## config.mk

```make
export PLATFORM = sky130hd
export DESIGN_NAME = fetch_unit
export DESIGN_NICKNAME = d
export VERILOG_FILES = /design/src/rtl/sisc_pkg.sv /design/src/rtl/br_cond.sv /design/src/rtl/fetch_unit.sv
export SDC_FILE = /design/constraint.sdc
export NUM_CORES = 1
export LEC_CHECK = 0
export ABC_AREA = 0
export CORE_ASPECT_RATIO = 0.75
export CORE_UTILIZATION = 46
export DETAILED_ROUTE_END_ITERATION = 7
export PLACE_DENSITY = 0.9
export SYNTH_ARGS = -nofsm -noshare
export SYNTH_HDL_FRONTEND = slang
export SYNTH_SLANG_ARGS = --single-unit
```

## constraint.sdc

```tcl
create_clock -name clk -period 3 [get_ports clk]
set_input_delay 0.45 -clock clk [delete_from_list [all_inputs] [get_ports clk]]
set_output_delay 0.45 -clock clk [all_outputs]
set_load 0.01 [all_outputs]
```

## src/rtl/sisc_pkg.sv

```systemverilog
// Shared SISC definitions: opcode values, instruction field positions and
// the fetch FSM state encoding.
package sisc_pkg;

  localparam logic [3:0] OP_NOOP = 4'd0;
  localparam logic [3:0] OP_LOD  = 4'd1;
  localparam logic [3:0] OP_STR  = 4'd2;
  localparam logic [3:0] OP_SWP  = 4'd3;
  localparam logic [3:0] OP_BRA  = 4'd4;
  localparam logic [3:0] OP_BRR  = 4'd5;
  localparam logic [3:0] OP_BNE  = 4'd6;
  localparam logic [3:0] OP_BNR  = 4'd7;
  localparam logic [3:0] OP_ALU  = 4'd8;
  localparam logic [3:0] OP_HLT  = 4'd15;

  localparam int OPC_MSB = 31;
  localparam int OPC_LSB = 28;
  localparam int MM_MSB  = 27;
  localparam int MM_LSB  = 24;
  localparam int IMM_MSB = 15;
  localparam int IMM_LSB = 0;

  typedef enum logic [1:0] {
    FS_IDLE = 2'd0,
    FS_REQ  = 2'd1,
    FS_DONE = 2'd2
  } fetch_state_t;

endpackage

```

## src/rtl/br_cond.sv

```systemverilog
// Branch condition evaluation: decides whether the branch in the IR is taken
// and whether its target is PC-relative.
module br_cond
  import sisc_pkg::*;
(
  input  logic [3:0] opcode,
  input  logic [3:0] mm,
  input  logic [3:0] stat,
  output logic       taken,
  output logic       is_rel
);

  logic hit;

  assign hit = |(stat & mm);

  always_comb begin
    taken  = 1'b0;
    is_rel = 1'b0;
    case (opcode)
      OP_BRA: taken = hit;
      OP_BRR: begin
        taken  = hit;
        is_rel = 1'b1;
      end
      OP_BNE: taken = ~hit;
      OP_BNR: begin
        taken  = ~hit;
        is_rel = 1'b1;
      end
      default: ;
    endcase
  end

endmodule

```

## src/rtl/fetch_unit.sv

```systemverilog
// Instruction fetch and program counter for the SISC datapath: owns PC and IR,
// reads instruction memory and resolves conditional branches.
module fetch_unit
  import sisc_pkg::*;
#(
  parameter int AW = 16,
  parameter int DW = 32
) (
  input  logic          clk,
  input  logic          rst_f,
  input  logic          fetch_req,
  input  logic          br_eval,
  input  logic [3:0]    stat,
  output logic          imem_rd,
  output logic [AW-1:0] imem_addr,
  input  logic          imem_rdy,
  input  logic [DW-1:0] imem_data,
  output logic [DW-1:0] ir,
  output logic [3:0]    opcode,
  output logic [3:0]    mm,
  output logic [AW-1:0] pc,
  output logic          fetch_done,
  output logic          busy,
  output logic          halted
);

  fetch_state_t  state_q, state_d;
  logic [AW-1:0] pc_q, pc_d;
  logic [DW-1:0] ir_q, ir_d;
  logic          halted_q, halted_d;

  logic          br_taken, br_rel;
  logic [15:0]   imm;
  logic [AW-1:0] pc_abs, pc_rel;

  assign opcode = ir_q[OPC_MSB:OPC_LSB];
  assign mm     = ir_q[MM_MSB:MM_LSB];
  assign imm    = ir_q[IMM_MSB:IMM_LSB];

  // pc already points past the branch, so the relative target adds to pc as-is.
  assign pc_abs = AW'(imm);
  assign pc_rel = pc_q + AW'($signed(imm));

  br_cond u_br_cond (
    .opcode (opcode),
    .mm     (mm),
    .stat   (stat),
    .taken  (br_taken),
    .is_rel (br_rel)
  );

  always_ff @(posedge clk or negedge rst_f) begin
    if (!rst_f) begin
      state_q  <= FS_IDLE;
      pc_q     <= '0;
      ir_q     <= '0;
      halted_q <= 1'b0;
    end else begin
      state_q  <= state_d;
      pc_q     <= pc_d;
      ir_q     <= ir_d;
      halted_q <= halted_d;
    end
  end

  // Memory handshake: imem_rd is the request valid and holds with a stable
  // imem_addr until the first clock edge where imem_rdy is high; that edge is
  // the single transfer. imem_rdy outside a request is ignored.
  always_comb begin
    state_d  = state_q;
    pc_d     = pc_q;
    ir_d     = ir_q;
    halted_d = halted_q;
    case (state_q)
      FS_IDLE: begin
        // A branch evaluation wins over a same-cycle fetch request.
        if (br_eval) begin
          if (br_taken) pc_d = br_rel ? pc_rel : pc_abs;
        end else if (fetch_req && !halted_q) begin
          state_d = FS_REQ;
        end
      end
      FS_REQ: begin
        if (imem_rdy) begin
          ir_d    = imem_data;
          pc_d    = pc_q + AW'(1);
          state_d = FS_DONE;
          if (imem_data[OPC_MSB:OPC_LSB] == OP_HLT) halted_d = 1'b1;
        end
      end
      FS_DONE: state_d = FS_IDLE;
      default: state_d = FS_IDLE;
    endcase
  end

  assign imem_rd    = (state_q == FS_REQ);
  assign busy       = (state_q == FS_REQ);
  assign fetch_done = (state_q == FS_DONE);
  assign imem_addr  = pc_q;
  assign pc         = pc_q;
  assign ir         = ir_q;
  assign halted     = halted_q;

endmodule
```

After elaboration in Yosys (flattened, before gate mapping)
Index checks and enable logic that the tools add are counted.

storage, ports and cells
  bits in writable memories = 0
  memories kept = 0
  register bits = 51
  input bits = 41
  word-level logic and storage cells = 43
  latch bits = 0
  ROM bits = 0

operators by class
  multiplexer cells = 11
  shifts and indexed selects = 0
  order comparisons = 0
  multiply operators = 0
  div/mod/pow operators = 0
  bitwise operators = 2
  add/subtract/negate cells = 2
  equal/unequal tests = 12
  reduce and logical (&&, ||, !) cells = 12

operators by type and width
  kind                   number
  $mux 16                4
  $pmux 16 s2            1
  $add 16x1->16 const B  1
  $add 16x16->16         1
  $eq 4x3->1 const B     4
  $ne 2x2->1 const B     5
  $mux 2                 3
  $reduce_and 3->1       2
  $reduce_or 2->1        3
  $and 4x4->4            1
  $eq 4x4->1 const B     1
  $pmux 2 s2             1
  $reduce_and 4->1       1
  $reduce_or 4->1        1
  $eq 2x1->1 const B     1
  $eq 2x2->1 const B     1
  $logic_not 2->1        1
  $pmux 1 s2             1
  $reduce_and 2->1       1
  $reduce_bool 2->1      1
  $logic_and 1x1->1      1
  $logic_not 1->1        1
  $mux 1                 1
  $not 1->1              1

Logic depth before layout (Yosys ltp)
Gate-level depths: netlist (run 1).

  depth in word-level cells = 7
  depth in mapped cells = 10
  mapped depth without buffers = 10

Cells and area by module
From an unflattened synthesis (run 1), not the netlist that was laid out.

second synthesis, totals
  cells, all modules = 373
  area, all modules = 3477.1 µm²

modules (own cells, without submodules)
  module      area each (µm²)  instances  cells an instance
  fetch_unit  3423.3           1          366
  br_cond     53.8             1          7

Worst setup path before layout (run 1)
Ideal clock, no wire load.

  path type = flip-flop to flip-flop
  start = reg pc_q[0] (netlist: imem_addr[0])
  end = reg pc_q[12] (netlist: imem_addr[12])
  arrival time = 2.386 ns
  cell stages (with the launch flop) = 11
  buffers on the path = 0
  clock period less this slack = 2.518 ns
  path slack = 0.482 ns
  data required time = 2.869 ns
  setup time = 0.131 ns
  cells stage by stage = dfrtp_1 > ha_1 > fa_1 > a21oi_1 > o21ai_1 > a21oi_2 > o21bai_2 > a21oi_2 > o21ai_2 > and4b_1 > or3_1

between the ends
  word-level cells in the longest chain between the ends = 5
  elaborated cells on any way between the ends = 7
  classes of those cells = add/sub (2); mux (5)

RTL lines
  what                      RTL line          text
  start: declaration        fetch_unit.sv:28  logic [AW-1:0] pc_q, pc_d;
  start signal: assignment  fetch_unit.sv:60  pc_q <= pc_d;
  $add 16x16->16            fetch_unit.sv:42  assign pc_rel = pc_q + AW'($signed(imm));
  $mux 16 (2 in series)     fetch_unit.sv:78  if (br_taken) pc_d = br_rel ? pc_rel : pc_abs;
  $mux 16                   fetch_unit.sv:77  if (br_eval) begin
  $pmux 16 s2 *             fetch_unit.sv:74  case (state_q)

Mark *: on every way between the ends. The rest lies on a longest branch, timed or not. The select of a mux whose other input is x is not followed.
A chain may end at the register's enable or synchronous reset.

Worst setup path after layout (run 1)
Ends and elaborated chain as after synthesis.

==> flow_metrics.env, run 1 <==
export IMPL_finalWirelength_mm=9.677
export IMPL_cp_required_ns=3.20
export IMPL_synth_top_family_by_area="simple AND/OR/NAND/NOR gates"
export IMPL_hold_buffers=0
export IMPL_clock_sinks=51
export IMPL_multi_input_area_um2=1887
export IMPL_timing_final_hold_violations=0
export IMPL_ant_nets=0
export IMPL_tightest_slew_ns=0.7356
export IMPL_n_fill_cell=624
export IMPL_grt_pass1_vias=3318
export IMPL_p_total_mw=5.349
export IMPL_core_um2=7331
export IMPL_viasPerCell=5.628
export IMPL_synth_edff_count=0
export IMPL_antennaDiodeCount=0
export IMPL_critical_path_arrival_ns=2.94
export IMPL_dieArea_um2=7923
export IMPL_cts_tree="built"
export IMPL_r2r_end="imem_addr[12]$_DFFE_PN0P_"
export IMPL_synth_simple_area_share_pct=25.31
export IMPL_initial_core_util_pct=47.48
export IMPL_holdCritPathClass="primary input to async pin"
export IMPL_wl_per_cell_um=15.73
export IMPL_outcome="finished clean"
export IMPL_ys_seq_elements=51
export IMPL_critPathMaxFanout=7
export IMPL_crit_path_end="imem_addr[12]$_DFFE_PN0P_"
export IMPL_clock_latency_ns=0.31
export IMPL_ir_worst_vdd_mv=0.5337
export IMPL_synth_warning_count=0
export IMPL_drc_errors=0
export IMPL_drv_slew=0
export IMPL_die_h_um=77.34
export IMPL_holdWs_ns=0.1854
export IMPL_fin_skew_ns=0.003954
export IMPL_synth_compound_area_share_pct=18.37
export IMPL_grt_pass1_wl_mm=15.52
export IMPL_track_usage_pct=24.69
export IMPL_final_layout_size_suffix_gt1_share_pct=7.198
export IMPL_final_cells=615
export IMPL_grt_overflow=0
export IMPL_final_nets=571
export IMPL_finalCritPeriodShare_pct=91.46
export IMPL_num_rows=27
export IMPL_synth_xor_area_share_pct=2.768
export IMPL_cp_end_kind="flip-flop"
export IMPL_htree_num_levels=2
export IMPL_async_flop_share_pct=100.0
export IMPL_drt_iter0_drc=239
export IMPL_synth_adder_area_share_pct=6.326
export IMPL_rsz0062_at_grt="no"
export IMPL_fmax_mhz=364.4
export IMPL_synth_area_mux_share_pct=1.438
export IMPL_ys_seq_area_share_pct=36.66
export IMPL_place_inst=607
export IMPL_slew_headroom_pct=50.96
export IMPL_path_class="flip-flop to flip-flop"
export IMPL_power_leakage_nw=2.124
export IMPL_r2r_start="imem_addr[0]$_DFFE_PN0P_"
export IMPL_syn_area_per_cell_um2=8.190
export IMPL_min_period_ns=2.744
export IMPL_tns_ns=0
export IMPL_finalSetupViolations=0
export IMPL_postSynthCellCount=425
export IMPL_ios=117
export IMPL_clk_path_buf_depth=2
export IMPL_first_pass_iters=4
export IMPL_routabilityCongestion=0.8984
export IMPL_ys_flop_type="dfrtp_1"
export IMPL_ys_types=58
export IMPL_vias=3461
export IMPL_port_buffers=116
export IMPL_cts_setup_buffers=0
export IMPL_grt_start_max_net_pins=33
export IMPL_max_cap_viol_count=0
export IMPL_syn_nets=483
export IMPL_reg2reg_depth=10
export IMPL_numCtsBuffers=5
export IMPL_p_per_area_nw_per_um2=1146
export IMPL_synth_area_um2=3481
export IMPL_rrSetupSlack_ns=0.26
export IMPL_hpwl_mm=7.053
export IMPL_startpoint="imem_addr[0]$_DFFE_PN0P_"
export IMPL_clkTransAtPathRegs_ns=0.10
export IMPL_clockRootBuffer="clkbuf_8"
export IMPL_cts_resized_gates=0
export IMPL_register_area_um2=1276
export IMPL_antenna_found_initial=0
export IMPL_cp_start_kind="flip-flop"
export IMPL_syn_to_final_growth_pct=34.08
export IMPL_die_x_um=102.4
[kinds of logic after synthesis]
kind of cell               count (synthesis)
and+or+nand+nor                          193
xor gates and xnor gates                  11
AOI/OAI and AO/OA                         96
DFF                                       51
adders and majority gates                 17
muxes                                      5
buffers and inverters                     52
[how the worst min path moves through the flow]
stage	endpoint	depth (start not counted)
global placement	ir[22]$_DFFE_PN0P_	2
global route	imem_addr[3]$_DFFE_PN0P_	1
floorplan	halted$_DFFE_PN0P_	0
finish	ir[2]$_DFFE_PN0P_	1
CTS	imem_addr[3]$_DFFE_PN0P_	1
detailed placement	ir[18]$_DFFE_PN0P_	2
[cells in the mapped netlist (3+ instances only)]
| cell type | instances | area share [%] |
|---|---|---|
| nand2_1 | 117 | 13 |
| dfrtp_1 | 51 | 37 |
| a21oi_1 | 35 | 5.0 |
| buf_4 | 27 | 5.8 |
| nor2_1 | 22 | 2.4 |
| ha_1 | 16 | 5.8 |
| nand3_1 | 12 | 1.7 |
| o21ai_0 | 12 | 1.7 |
| a21o_1 | 8 | 1.7 |
| buf_2 | 8 | 1.2 |
| clkbuf_1 | 8 | 0.86 |
| nor3_1 | 6 | 0.86 |
| xnor2_1 | 6 | 1.5 |
| inv_1 | 5 | 0.54 |
| mux2i_1 | 5 | 1.4 |
| o21ai_1 | 5 | 0.72 |
| xor2_1 | 5 | 1.3 |
| a211oi_1 | 4 | 0.86 |
| and2_1 | 4 | 0.72 |
| nand2b_1 | 4 | 0.72 |
| nand4_1 | 4 | 0.72 |
| nor2b_1 | 4 | 0.72 |
| o22ai_1 | 4 | 0.72 |
| a22oi_2 | 3 | 1.1 |
| nor4_1 | 3 | 0.54 |
| o21bai_1 | 3 | 0.65 |
[worst max-delay path, cell delays in order, from the launching register on]
cell and delay [ns]:
dfrtp_1 0.47, ha_1 0.27, fa_1 0.42, a21oi_1 0.24, o21ai_1 0.11, a21oi_2 0.24
o21bai_2 0.09, a21oi_2 0.18, o21ai_2 0.07, and4b_1 0.19, or3_1 0.34
[cells in the final DEF (no fill, tap or decap), types with 3 or more instances in the layout]
| cell | synthesis | routed |
|---|---|---|
| a211oi_1 | 4 | 4 |
| a21o_1 | 8 | 8 |
| a21oi_1 | 35 | 35 |
| a22oi_2 | 3 | 3 |
| and2_1 | 4 | 4 |
| buf_4 | 27 | 10 |
| clkbuf_8 | 0 | 6 |
| clkdlybuf4s50_1 | 0 | 115 |
| dfrtp_1 | 51 | 51 |
| ha_1 | 16 | 16 |
| inv_1 | 5 | 5 |
| mux2i_1 | 5 | 5 |
| nand2_1 | 117 | 117 |
| nand2b_1 | 4 | 4 |
| nand3_1 | 12 | 12 |
| nand4_1 | 4 | 4 |
| nor2_1 | 22 | 22 |
| nor2b_1 | 4 | 4 |
| nor3_1 | 6 | 6 |
| nor4_1 | 3 | 3 |
| o21ai_0 | 12 | 12 |
| o21ai_1 | 5 | 5 |
| o21bai_1 | 3 | 3 |
| o22ai_1 | 4 | 4 |
| xnor2_1 | 6 | 6 |
| xor2_1 | 5 | 5 |
[registers in the layout (all words and copies together), names as in the netlist]
| signal | cells |
|---|---|
| state_q | 2 |
| imem_addr | 16 |
| ir | 32 |
| halted | 1 |
[metal layers]
| layer | vias to the layer above | GRT usage [%] | part of all wire [%] |
|---|---|---|---|
| li1 | 1614 | - | - |
| met3 | 25 | 5.225 | 8.3 |
| met2 | 172 | 40.20 | 47 |
| met1 | 1650 | 32.22 | 43 |
| met5 | - | 0 | 0 |
| met4 | 0 | 8.714 | 2.2 |
[stage by stage]
step | cell area (µm²) | setup slack [ns] | utilization [%]
global route | 4667 | 0.1318 | 63.66
finish | 4667 | 0.2561 | 63.66
detailed placement | 4549 | 0.3424 | 62.06
CTS | 4667 | 0.2938 | 63.66
floorplan | 3481 | 0.4823 | -
global placement | 4549 | 0.4200 | 62.06
[cell type report]
class	count	area share (%)
Clock buffer	6	1.769
Clock inverter	2	0.7507
Inverter	7	0.6166
Multi-Input combinational cell	322	40.43
Sequential cell	51	27.35
Tap cell	101	2.708
Timing Repair Buffer	126	26.38
[where the power goes]
group / leakage, nW / switching (mW) / internal (mW) / total [mW]
Clock: 0.0612 / 0.245 / 0.270 / 0.515
Combinational: 1.44 / 1.69 / 1.72 / 3.41
Sequential: 0.618 / 0.431 / 0.996 / 1.43
Total: 2.12 / 2.36 / 2.99 / 5.35
(Power assumes the default switching activity.)
==> inputs of run 2 (changes only) <==
- SLEW_MARGIN: unset -> 40
==> run 2 against run 1 <==
Net effect:
- combinational power hardly changed
- sequential share of layout area hardly changed
- clock-buffer cell count stayed put
- first-iteration DRC count is the same
- critical path type unchanged
- largest cell class unchanged
- largest power group unchanged
==> flow_metrics.env, run 2 (synthesized netlist as in run 1, its figures left out) <==
export IMPL_outcome="finished clean"
export IMPL_slew_headroom_pct=67.25
export IMPL_clock_sinks=51
export IMPL_most_common_layout_cells="117 x nand2_1, 115 x clkdlybuf4s50_1, 51 x dfrtp_1"
export IMPL_port_buffers=116
export IMPL_antenna_found_initial=0
export IMPL_dieArea_um2=7923
export IMPL_fmax_mhz=364.8
export IMPL_clockRootBuffer="clkbuf_8"
export IMPL_switchingPower_mw=2.361
export IMPL_track_usage_pct=24.69
export IMPL_ir_worst_vdd_mv=0.5315
export IMPL_num_rows=27
export IMPL_holdCritPathClass="primary input to async pin"
export IMPL_drt_iter0_drc=239
export IMPL_rsz0062_at_grt="no"
export IMPL_max_cap_viol_count=0
export IMPL_dpl_cell_area_um2=4549
export IMPL_htree_num_levels=2
export IMPL_clock_power_share_pct=9.6
export IMPL_cts_tree="built"
export IMPL_clkTransAtPathRegs_ns=0.10
export IMPL_wl_per_cell_um=15.73
export IMPL_viasPerCell=5.623
export IMPL_largest_reg_flops=32
export IMPL_grt_pass1_vias=3318
export IMPL_die_x_um=102.4
export IMPL_grt_pass1_wl_mm=15.52
export IMPL_register_area_um2=1276
export IMPL_cp_start_kind="flip-flop"
export IMPL_finalCritPeriodShare_pct=91.38
export IMPL_stdcell_area_um2=4669
export IMPL_internal_power_mw=2.986
export IMPL_first_pass_iters=5
export IMPL_cp_end_kind="flip-flop"
export IMPL_numCtsBuffers=5
export IMPL_p_per_area_nw_per_um2=1145
export IMPL_fin_skew_ns=0.003675
export IMPL_multi_input_area_um2=1887
export IMPL_grt_overflow=0
export IMPL_core_um2=7331
export IMPL_finalWirelength_mm=9.672
export IMPL_die_h_um=77.34
export IMPL_routabilityCongestion=0.8984
export IMPL_clock_latency_ns=0.31
export IMPL_cp_required_ns=3.20
export IMPL_layout_commonest_cell="nand2_1"
export IMPL_hpwl_mm=7.053
export IMPL_pwr_share_comb_pct=63.7
export IMPL_ant_nets=0
export IMPL_power_frac_seq_pct=26.7
export IMPL_p_total_mw=5.347
export IMPL_swShare_pct=44.16
export IMPL_antennaDiodeCount=0
export IMPL_critical_path_arrival_ns=2.94
export IMPL_timing_final_hold_violations=0
export IMPL_cts_resized_gates=0
export IMPL_holdWs_ns=0.06006
export IMPL_tightest_slew_ns=0.4913
export IMPL_final_layout_size_suffix_gt1_share_pct=7.198
export IMPL_setup_slack_ns=0.2588
export IMPL_final_nets=571
export IMPL_ios=117
export IMPL_critPathMaxFanout=7
export IMPL_power_leakage_nw=2.125
export IMPL_hold_buffers=0
export IMPL_drc_errors=0
export IMPL_min_period_ns=2.741
export IMPL_tns_ns=0
export IMPL_dp_slack_ns=0.3424
export IMPL_drv_slew=0
export IMPL_n_fill_cell=624
export IMPL_syn_to_final_growth_pct=34.15
export IMPL_finalSetupViolations=0
export IMPL_initial_core_util_pct=47.48
export IMPL_grt_start_max_net_pins=33
export IMPL_path_class="flip-flop to flip-flop"
export IMPL_cts_setup_buffers=0
export IMPL_clk_path_buf_depth=2
export IMPL_vias=3458
[run 2: critical path, cell delays in order (launching register included)]
cell,delay [ns]
dfrtp_1,0.47
ha_1,0.27
fa_1,0.42
a21oi_1,0.24
o21ai_1,0.11
a21oi_2,0.24
o21bai_2,0.09
a21oi_2,0.18
o21ai_2,0.07
and4b_1,0.19
or3_1,0.34
[run 2: final timing paths]
path	from	end	slack, ns	cells after the start
setup / recovery	imem_addr[0]$_DFFE_PN0P_	imem_addr[12]$_DFFE_PN0P_	0.26	10
hold / removal	rst_f	ir[2]$_DFFE_PN0P_	0.06	1
setup reg to reg	imem_addr[0]$_DFFE_PN0P_	imem_addr[12]$_DFFE_PN0P_	0.26	10
hold reg to reg	ir[18]$_DFFE_PN0P_	ir[18]$_DFFE_PN0P_	0.48	2
max in group asynchronous	rst_f	ir[22]$_DFFE_PN0P_	2.43	2
min in group clk	ir[18]$_DFFE_PN0P_	ir[18]$_DFFE_PN0P_	0.48	2
[run 2: layout make-up]
class / count / share of cell area, %
clock buffers: 6 / 1.768
clock inverters: 2 / 0.7503
inverters: 7 / 0.6163
multi-input cells: 322 / 40.41
flip-flops and latches: 51 / 27.33
well taps: 101 / 2.706
repair buffers: 126 / 26.42
[run 2: stage by stage]
| stage | utilization (%) | instances |
|---|---|---|
| 6_report | 63.70 | 615 |
| 5_1_grt | 63.70 | 615 |
| 4_1_cts | 63.66 | 615 |
| 3_5_place_dp | 62.06 | 607 |
| 3_3_place_gp | 62.06 | 607 |
| 2_1_floorplan | - | 425 |
[run 2: metal layers]
layer / wire [µm] / GRT usage [%] / share of wire [%] / vias up
met5: 0 / 0 / 0 / -
met3: 734 / 5.225 / 7.6 / 25
li1: - / - / - / 1615
met2: 4562 / 40.20 / 47 / 171
met4: 210 / 8.714 / 2.2 / 0
met1: 4165 / 32.22 / 43 / 1647
[run 2: power by group through the flow]
stage / registers [mW] / logic [mW] / clock network [mW]
after floorplan: 1.48 / 2.07 / 0
after global placement: 1.40 / 3.27 / 0
after detailed placement: 1.43 / 3.35 / 0
after CTS: 1.41 / 3.39 / 0.517
after global routing: 1.47 / 3.70 / 0.551
final: 1.43 / 3.41 / 0.515
==> inputs of run 3 (changes only) <==
- HOLD_SLACK_MARGIN: unset -> 0.12
- RECOVER_POWER: unset -> 100
- SETUP_SLACK_MARGIN: unset -> 0.2
==> run 3 against run 2 <==
Net effect:
- flip-flop and latch count is the same
- register-to-register slack gained 0.03 ns
- clock-buffer cell count is the same
- via count is essentially flat
- design area shrank 0.75%
- setup slack gained 0.031 ns
- critical endpoint is now imem_addr[14]$_DFFE_PN0P_
- cell count grew 0.16%
- die area is the same
- combinational power shrank 6.5%
- critical path depth is the same
- power shrank 4.6%
- critical path type unchanged
- the flow now finishes with violations (capacitance limit, slew limit)
==> flow_metrics.env, run 3 (synthesized netlist as in run 1, its figures left out) <==
export IMPL_cp_start_kind="flip-flop"
export IMPL_hpwl_mm=7.053
export IMPL_vias=3461
export IMPL_viasPerCell=5.619
export IMPL_p_per_area_nw_per_um2=1101
export IMPL_syn_to_final_growth_pct=33.14
export IMPL_p_total_mw=5.103
export IMPL_setup_slack_ns=0.2900
export IMPL_slew_headroom_pct=-19.71
export IMPL_antenna_found_initial=0
export IMPL_tns_ns=0
export IMPL_power_leakage_nw=2.160
export IMPL_clkTransAtPathRegs_ns=0.10
export IMPL_final_layout_size_suffix_gt1_share_pct=5.631
export IMPL_dieArea_um2=7923
export IMPL_tightest_slew_ns=1.796
export IMPL_max_cap_viol_count=1
export IMPL_core_um2=7331
export IMPL_clockRootBuffer="clkbuf_8"
export IMPL_finalWirelength_mm=9.662
export IMPL_cts_setup_buffers=0
export IMPL_clock_sinks=51
export IMPL_place_inst=607
export IMPL_fmax_mhz=369.0
export IMPL_final_nets=572
export IMPL_ir_worst_vdd_mv=0.4998
export IMPL_ant_nets=0
export IMPL_wl_per_cell_um=15.69
export IMPL_drc_errors=0
export IMPL_rsz0062_at_grt="no"
export IMPL_violations="capacitance limit, slew limit"
export IMPL_dp_slack_ns=0.3424
export IMPL_critPathMaxFanout=7
export IMPL_largest_reg_flops=32
export IMPL_final_cells=616
export IMPL_critical_path_arrival_ns=2.88
export IMPL_grt_start_max_net_pins=33
export IMPL_drt_iter0_drc=220
export IMPL_most_common_layout_cells="117 x nand2_1, 77 x dlygate4sd3_1, 51 x dfrtp_1"
export IMPL_clk_path_buf_depth=2
export IMPL_first_pass_iters=7
export IMPL_outcome="finished with violations"
export IMPL_grt_overflow=0
export IMPL_die_h_um=77.34
export IMPL_min_period_ns=2.710
export IMPL_numCtsBuffers=5
export IMPL_path_class="flip-flop to flip-flop"
export IMPL_grt_pass1_wl_mm=15.52
export IMPL_port_buffers=116
export IMPL_drv_slew=33
export IMPL_finalSetupViolations=0
export IMPL_cp_required_ns=3.17
export IMPL_grt_pass1_vias=3318
export IMPL_num_rows=27
export IMPL_clock_latency_ns=0.31
export IMPL_layout_commonest_cell="nand2_1"
export IMPL_htree_num_levels=2
export IMPL_ios=117
export IMPL_die_x_um=102.4
export IMPL_routabilityCongestion=0.8984
export IMPL_finalCritPeriodShare_pct=90.33
export IMPL_final_util_pct=63.22
export IMPL_timing_final_hold_violations=0
export IMPL_antennaDiodeCount=0
export IMPL_cts_tree="built"
export IMPL_fin_skew_ns=0.004676
export IMPL_initial_core_util_pct=47.48
export IMPL_track_usage_pct=24.69
export IMPL_holdCritPathClass="flip-flop to flip-flop"
export IMPL_cp_end_kind="flip-flop"
==> run 3: area by class of cell <==
cell class                      instances  area (µm²)
Clock buffer                            6       82.58
Inverter                                7       28.78
Clock inverter                          2       35.03
Timing Repair Buffer                  127        1224
Tap cell                              101       126.4
Sequential cell                        51        1276
Multi-Input combinational cell        322        1862
Fill cell                             632        2696
==> run 3: path summary, 6_finish.rpt <==
check / startpoint / to / slack, ns / cells after the start
max in group asynchronous: rst_f / ir[10]$_DFFE_PN0P_ / 0.61 / 3
max: imem_addr[0]$_DFFE_PN0P_ / imem_addr[14]$_DFFE_PN0P_ / 0.29 / 10
min in group asynchronous: rst_f / ir[1]$_DFFE_PN0P_ / 1.16 / 2
min: ir[18]$_DFFE_PN0P_ / ir[18]$_DFFE_PN0P_ / 0.48 / 2
max reg2reg: imem_addr[0]$_DFFE_PN0P_ / imem_addr[14]$_DFFE_PN0P_ / 0.29 / 10
min reg2reg: ir[18]$_DFFE_PN0P_ / ir[18]$_DFFE_PN0P_ / 0.48 / 2
==> run 3: worst max-delay path, stage by stage, from the launching register on <==
cell and delay [ns]:
dfrtp_1 0.47, ha_1 0.26, fa_1 0.43, a21oi_2 0.21, o21ai_0 0.13, a21oi_2 0.23, o31ai_1 0.15, a41o_1 0.25
a21oi_1 0.17, xor2_1 0.20, o31ai_2 0.07
==> run 3: metal layers <==
layer / vias to the layer above / share of wire, % / track usage [%]
li1: 1619 / - / -
met5: - / 0 / 0
met1: 1663 / 43 / 32.22
met2: 152 / 47 / 40.20
met3: 27 / 7.8 / 5.225
met4: 0 / 2.2 / 8.714
==> run 3: through the flow <==
| step | hold WS, ns | area (µm²) |
|---|---|---|
| final | 0.4759 | 4634 |
| after floorplan | 0.1544 | 3481 |
| after global placement | 0.4578 | 4549 |
| after global routing | 0.5088 | 4634 |
| after detailed placement | 0.4641 | 4549 |
| after CTS | 0.2269 | 4667 |
==> run 3: repair_timing <==
| item | in CTS | in global routing |
|---|---|---|
| setup endpoints to repair | 0 | 2 |
| hold buffers | 0 | 1 |
| gates resized for setup | 0 | 3 |
| hold endpoints to repair | 0 | 30 |
==> run 3: power by group <==
group	total [mW]	internal, mW	switching (mW)
registers	1.40	0.996	0.404
clock network	0.515	0.271	0.245
logic	3.19	1.52	1.66
total	5.10	2.79	2.31
